### src/rtl/fetch_unit_if.sv
// Instruction memory port between the fetch stage (master) and the memory (slave).
interface fetch_unit_if;
  logic        read;
  logic [31:0] address;
  logic [31:0] rdata;
  logic        resp;

  modport master (output read, output address, input rdata, input resp);
  modport slave  (input read, input address, output rdata, output resp);
endinterface

### src/rtl/fetch_unit.sv
// Instruction fetch stage: owns the PC, drives imem, feeds IF/ID with instruction, PC and load strobe.
// Optional performance counters are enabled by defining FETCH_PERF_CNT_EN.
module fetch_unit #(
  parameter logic [31:0] RESET_PC  = 32'h0000_0060,
  parameter logic [31:0] INSTR_NOP = 32'h0000_0013
) (
  input  logic                clk,
  input  logic                rst,
  fetch_unit_if.master        imem,
  input  logic                stall,
  input  logic                redirect,
  input  logic [31:0]         redirect_pc,
  output logic [31:0]         ir_out,
  output logic [31:0]         pc_out,
  output logic                valid_out,
  output logic                load_if_id,
  output logic [31:0]         perf_fetched,
  output logic [31:0]         perf_wait
);

  typedef enum logic [1:0] {
    ST_FETCH = 2'd0,
    ST_HOLD  = 2'd1,
    ST_DRAIN = 2'd2
  } state_t;

  state_t      state_r, state_s;
  logic [31:0] pc_r, pc_s;
  logic [31:0] drain_addr_r, drain_addr_s;
  logic [31:0] hold_ir_r, hold_ir_s;
  logic [31:0] hold_pc_r, hold_pc_s;
  logic        read_s;
  logic [31:0] addr_s;
  logic [31:0] ir_s;
  logic [31:0] pc_out_s;
  logic        valid_s;

  // State, PC, drain address and hold buffer registers
  always_ff @(posedge clk or negedge rst) begin
    if (!rst) begin
      state_r      <= ST_FETCH;
      pc_r         <= RESET_PC;
      drain_addr_r <= RESET_PC;
      hold_ir_r    <= INSTR_NOP;
      hold_pc_r    <= RESET_PC;
    end else begin
      state_r      <= state_s;
      pc_r         <= pc_s;
      drain_addr_r <= drain_addr_s;
      hold_ir_r    <= hold_ir_s;
      hold_pc_r    <= hold_pc_s;
    end
  end

  // Next-state and output decode; redirect beats stall beats advance
  always_comb begin
    state_s      = state_r;
    pc_s         = pc_r;
    drain_addr_s = drain_addr_r;
    hold_ir_s    = hold_ir_r;
    hold_pc_s    = hold_pc_r;
    read_s       = 1'b0;
    addr_s       = pc_r;
    ir_s         = INSTR_NOP;
    pc_out_s     = pc_r;
    valid_s      = 1'b0;
    case (state_r)
      ST_FETCH: begin
        read_s = 1'b1;
        if (redirect) begin
          pc_s = redirect_pc;
          if (imem.resp) begin
            state_s = ST_FETCH;
          end else begin
            // The read in flight must still complete at the old address.
            drain_addr_s = pc_r;
            state_s      = ST_DRAIN;
          end
        end else if (imem.resp) begin
          ir_s    = imem.rdata;
          valid_s = 1'b1;
          if (stall) begin
            hold_ir_s = imem.rdata;
            hold_pc_s = pc_r;
            state_s   = ST_HOLD;
          end else begin
            pc_s = pc_r + 32'd4;
          end
        end else begin
          state_s = ST_FETCH;
        end
      end
      ST_HOLD: begin
        if (redirect) begin
          pc_s    = redirect_pc;
          state_s = ST_FETCH;
        end else begin
          ir_s     = hold_ir_r;
          pc_out_s = hold_pc_r;
          valid_s  = 1'b1;
          if (!stall) begin
            pc_s    = pc_r + 32'd4;
            state_s = ST_FETCH;
          end else begin
            state_s = ST_HOLD;
          end
        end
      end
      ST_DRAIN: begin
        read_s = 1'b1;
        addr_s = drain_addr_r;
        if (redirect) begin
          pc_s = redirect_pc;
        end else begin
          pc_s = pc_r;
        end
        if (imem.resp) begin
          state_s = ST_FETCH;
        end else begin
          state_s = ST_DRAIN;
        end
      end
      default: begin
        state_s = ST_FETCH;
      end
    endcase
  end

  assign imem.read    = rst & read_s;
  assign imem.address = addr_s;
  assign valid_out    = rst & valid_s;
  assign ir_out       = (rst && valid_s) ? ir_s : INSTR_NOP;
  assign pc_out       = pc_out_s;
  assign load_if_id   = rst & ~stall;

`ifdef FETCH_PERF_CNT_EN
  logic [31:0] fetched_r;
  logic [31:0] wait_r;

  // Delivered-instruction and memory-wait cycle counters
  always_ff @(posedge clk or negedge rst) begin
    if (!rst) begin
      fetched_r <= 32'd0;
      wait_r    <= 32'd0;
    end else begin
      if (valid_out && load_if_id) begin
        fetched_r <= fetched_r + 32'd1;
      end else begin
        fetched_r <= fetched_r;
      end
      if (imem.read && !imem.resp) begin
        wait_r <= wait_r + 32'd1;
      end else begin
        wait_r <= wait_r;
      end
    end
  end

  assign perf_fetched = fetched_r;
  assign perf_wait    = wait_r;
`else
  assign perf_fetched = 32'd0;
  assign perf_wait    = 32'd0;
`endif

endmodule
### src/flat_wrapper.sv
// flat-port wrapper written by rule: the top's interface ports become plain ports
module fetch_unit_flat 
#(
  parameter logic [31:0] RESET_PC  = 32'h0000_0060,
  parameter logic [31:0] INSTR_NOP = 32'h0000_0013
)
  (clk, rst, stall, redirect, redirect_pc, ir_out, pc_out, valid_out, load_if_id, perf_fetched, perf_wait, imem_read, imem_address, imem_rdata, imem_resp);
  fetch_unit_if imem_i ();
  input  logic clk;
  input  logic rst;
  input  logic stall;
  input  logic redirect;
  input  logic [31:0] redirect_pc;
  output logic [31:0] ir_out;
  output logic [31:0] pc_out;
  output logic valid_out;
  output logic load_if_id;
  output logic [31:0] perf_fetched;
  output logic [31:0] perf_wait;
  output wire logic [$bits(imem_i.read)-1:0] imem_read;
  output wire logic [$bits(imem_i.address)-1:0] imem_address;
  input wire logic [$bits(imem_i.rdata)-1:0] imem_rdata;
  input wire logic [$bits(imem_i.resp)-1:0] imem_resp;
  assign imem_read = imem_i.read;
  assign imem_address = imem_i.address;
  assign imem_i.rdata = imem_rdata;
  assign imem_i.resp = imem_resp;
  fetch_unit #(.RESET_PC(RESET_PC), .INSTR_NOP(INSTR_NOP)) u_core (.clk(clk), .rst(rst), .imem(imem_i), .stall(stall), .redirect(redirect), .redirect_pc(redirect_pc), .ir_out(ir_out), .pc_out(pc_out), .valid_out(valid_out), .load_if_id(load_if_id), .perf_fetched(perf_fetched), .perf_wait(perf_wait));
endmodule
### config.mk
export PLATFORM = sky130hd
export DESIGN_NAME = fetch_unit_flat
export DESIGN_NICKNAME = d
export VERILOG_FILES = /design/src/rtl/fetch_unit_if.sv /design/src/rtl/fetch_unit.sv /design/src/flat_wrapper.sv
export SDC_FILE = /design/constraint.sdc
export NUM_CORES = 1
export LEC_CHECK = 0
export ABC_AREA = 1
export CAP_MARGIN = 40
export CELL_PAD_IN_SITES_DETAIL_PLACEMENT = 2
export CELL_PAD_IN_SITES_GLOBAL_PLACEMENT = 2
export CORE_AREA = 10 10 176 178
export CTS_BUF_LIST = sky130_fd_sc_hd__clkbuf_4
export DETAILED_ROUTE_END_ITERATION = 12
export DIE_AREA = 0 0 186 188
export GPL_TIMING_DRIVEN = 1
export PLACE_DENSITY_LB_ADDON = 0.1
export SLEW_MARGIN = 40
export SYNTH_ARGS = -nofsm -noshare
export SYNTH_HDL_FRONTEND = slang
export SYNTH_SLANG_ARGS = --single-unit
### constraint.sdc
create_clock -name clk -period 4.16 [get_ports clk]
set_input_delay 0.416 -clock clk [delete_from_list [all_inputs] [get_ports clk]]
set_output_delay 0.416 -clock clk [all_outputs]
set_load 0.02 [all_outputs]
==> flow_summary.ini <==
[finish]
area_growth_pct = 28.22
fin_util = 0.3528
final_cell_mix = nand2_1, clkdlybuf4s50_1, o21ai_0
fin_nets = 1303
mostFrequentLayoutCell = nand2_1
drive_gt1_frac = 0.05859

[global_routing]
gr-total-overflow = 0
grt_pass1_wl_um = 46100
antenna_found_initial = 1
grt_max_degree = 65
track_usage = 0.1673
grt_pass1_vias = 7917

[floorplanning]
dieArea_mm2 = 0.03497
core-area_mm2 = 0.02748
start_util = 0.2751
die_w_um = 186
die_h_um = 188
ios = 232
fp-row-count = 61

[route]
dr_wl_met2_um = 14170
top_layer = met4
vias_per_cell = 4.711
dr.pass1.iters = 5
wl_per_cell_um = 18.58
drt-initial-drc-count = 417
drt_wl_total_um = 29600
drtAntennaViolNets = 0
met3_length_um = 1054
routed-via-count = 7504
wirelength_met1_um = 13910
drc_errors = 0

[pwr]
pwr-share-comb = 0.346
p_leak_nw = 4.223
p_switching_mw = 1.676
p_per_area_mw_per_mm2 = 427.7
power_frac_seq = 0.433
p_total_mw = 4.146
peakVddDrop_mv = 0.1323
pwr-share-clk = 0.222
power.internal_mw = 2.470
switching_share = 0.4042

[clock_network]
cts_htree_levels = 4
cts_resized = 0
cts.clk_slew.worst_paths_ns = 0.16
cts_tree = built
cts.sinks = 130
clock_path_buffers = 2
clk_latency_ns = 0.57
cts_root_buf = clkbuf_4
cts_buffers = 17

[placed_design]
post-place-ws_ns = 0.6363
globalplace.congestion = 0.7653
io_buffers = 167
dp_hpwl_um = 22730

[worst_setup_path]
crit_chain = dlygate4sd3_1, buf_4, inv_1, nor3_2, inv_2, a21oi_1, clkdlybuf4s50_1
critPathMaxFanout = 29
critical_path_class = primary input to output port
cp_data_arrival_time_ns = 3.09
start_kind = primary input
crit_required_ns = 3.74
ff2ff_setup_slack_ns = 1.89
max_stage_delay_ns = 0.65
worst_path_max_delay_cell = clkdlybuf4s50_1
end_kind = output port

[timing]
worst_slew_pin_slew_ns = 0.6548
max_freq_mhz = 285.6
rsz0062_at_grt = false
tns_ns = 0
finalCritPeriodShare = 0.8418
hold_viol = 0
hold-worst-slack_ns = 0.2941
drv_slew = 0
relSlewSlack = 0.5628
worst_slack_ns = 0.6583
fin_skew_ns = 0.03554
setup_viol = 0
layout_min_cycle_time_ns = 3.502

[yosys]
ys_ff_latch = 130
syn-cell-area_mm2 = 0.007560
ys_seq_area_frac = 0.4318
ys_types = 27
synthCells = 1087
syn_area_per_cell_um2 = 6.955
synth_warnings = 0

[hold_path]
min_path_type = primary input to async pin

[flow_run]
cap_violations = 0

[status]
outcome = completed
==> flip-flops by register name, indices dropped and copies added (netlist names) <==
name                 flops
u_core.hold_pc_r        32
u_core.state_r           2
u_core.drain_addr_r     32
u_core.hold_ir_r        32
u_core.pc_r             32
==> final timing paths <==
| check | startpoint | endpoint | cells past startpoint |
|---|---|---|---|
| worst max-delay path | rst | ir_out[12] | 7 |
| worst max register to register | u_core.state_r[1]$_DFFE_PN0P_ | u_core.hold_ir_r[25]$_DFFE_PN0P_ | 8 |
| min in group clk | imem_rdata[29] | u_core.hold_ir_r[29]$_DFFE_PN0P_ | 3 |
| max in group asynchronous | rst | u_core.pc_r[23]$_DFFE_PN0P_ | 3 |
| worst min register to register | u_core.hold_ir_r[0]$_DFFE_PN1P_ | u_core.hold_ir_r[0]$_DFFE_PN1P_ | 2 |
| worst min-delay path | rst | u_core.hold_ir_r[28]$_DFFE_PN0P_ | 2 |
==> cell usage after synthesis <==
cell / count / area share
nor2_2: 2 / 0.0017
inv_1: 49 / 0.024
clkbuf_1: 35 / 0.017
or2_2: 3 / 0.0025
o21ai_1: 11 / 0.0073
buf_1: 2 / 0.00099
nor3_4: 1 / 0.0022
o22ai_1: 7 / 0.0058
nor2_1: 98 / 0.049
dfstp_2: 9 / 0.031
inv_2: 3 / 0.0015
o211ai_1: 1 / 0.00099
o21ai_0: 139 / 0.092
xor2_1: 5 / 0.0058
nor3_1: 1 / 0.00066
nand3_1: 67 / 0.044
a21oi_4: 1 / 0.0022
dfrtp_1: 121 / 0.40
buf_4: 64 / 0.064
a21oi_1: 39 / 0.026
buf_2: 20 / 0.013
nand2_1: 399 / 0.20
nor3_2: 1 / 0.0013
conb_1: 1 / 0.00050
nand4_1: 6 / 0.0050
a31oi_1: 1 / 0.00083
ha_1: 1 / 0.0017
==> critical path: cells and delay by family <==
family / cells / cell delay, ns
buffers and inverters: 5 / 2.01
AND/OR/NAND/NOR: 1 / 0.40
AO/OA/AOI/OAI: 1 / 0.23
==> area by class of cell <==
cell class / instances / area, µm²
Clock inverter: 15 / 157.7
Timing Repair Buffer: 185 / 1863
Clock buffer: 17 / 127.6
Inverter: 52 / 195.2
Tap cell: 346 / 432.9
Antenna cell: 1 / 2.502
Sequential cell: 130 / 3264
Multi-Input combinational cell: 847 / 3650
Fill cell: 3322 / 17780
==> power groups by stage <==
stage / Combinational [mW] / Clock (mW) / Sequential [mW]
4_1_cts: 1.47 / 0.965 / 1.80
3_5_place_dp: 1.46 / 0 / 1.82
2_1_floorplan: 0.857 / 0 / 1.74
6_report: 1.43 / 0.919 / 1.79
5_1_grt: 1.60 / 1.01 / 1.84
3_3_place_gp: 1.42 / 0 / 1.81
==> metal layers <==
metal	global-route usage	vias up
li1	-	3637
met5	0	-
met4	0.04591	0
met2	0.2788	140
met1	0.2183	3703
met3	0.02532	24
==> repair_timing <==
action	in CTS	in global routing
hold buffers	1	0
endpoints found under the hold margin	25	0
buffers inserted	0	0
==> per-stage QoR <==
step / cells / instance area, µm²
floorplan: 1150 / 7796
global placement: 1557 / 9331
detailed placement: 1559 / 9395
CTS: 1592 / 9691
global route: 1593 / 9693
finish: 1593 / 9693
==> cells by family (layout without fill, tap and decap cells) <==
logic type,after synthesis,in the layout,share of synthesized area
simple gates,578,578,0.3044
flops,130,130,0.4318
buf+inv,173,269,0.1210
compound gates,199,199,0.1349
xor+xnor,5,5,0.005793
fa+ha+maj,1,1,0.001655
other cells,1,65,0.0004960
Power figures use the tool's default switching activity.
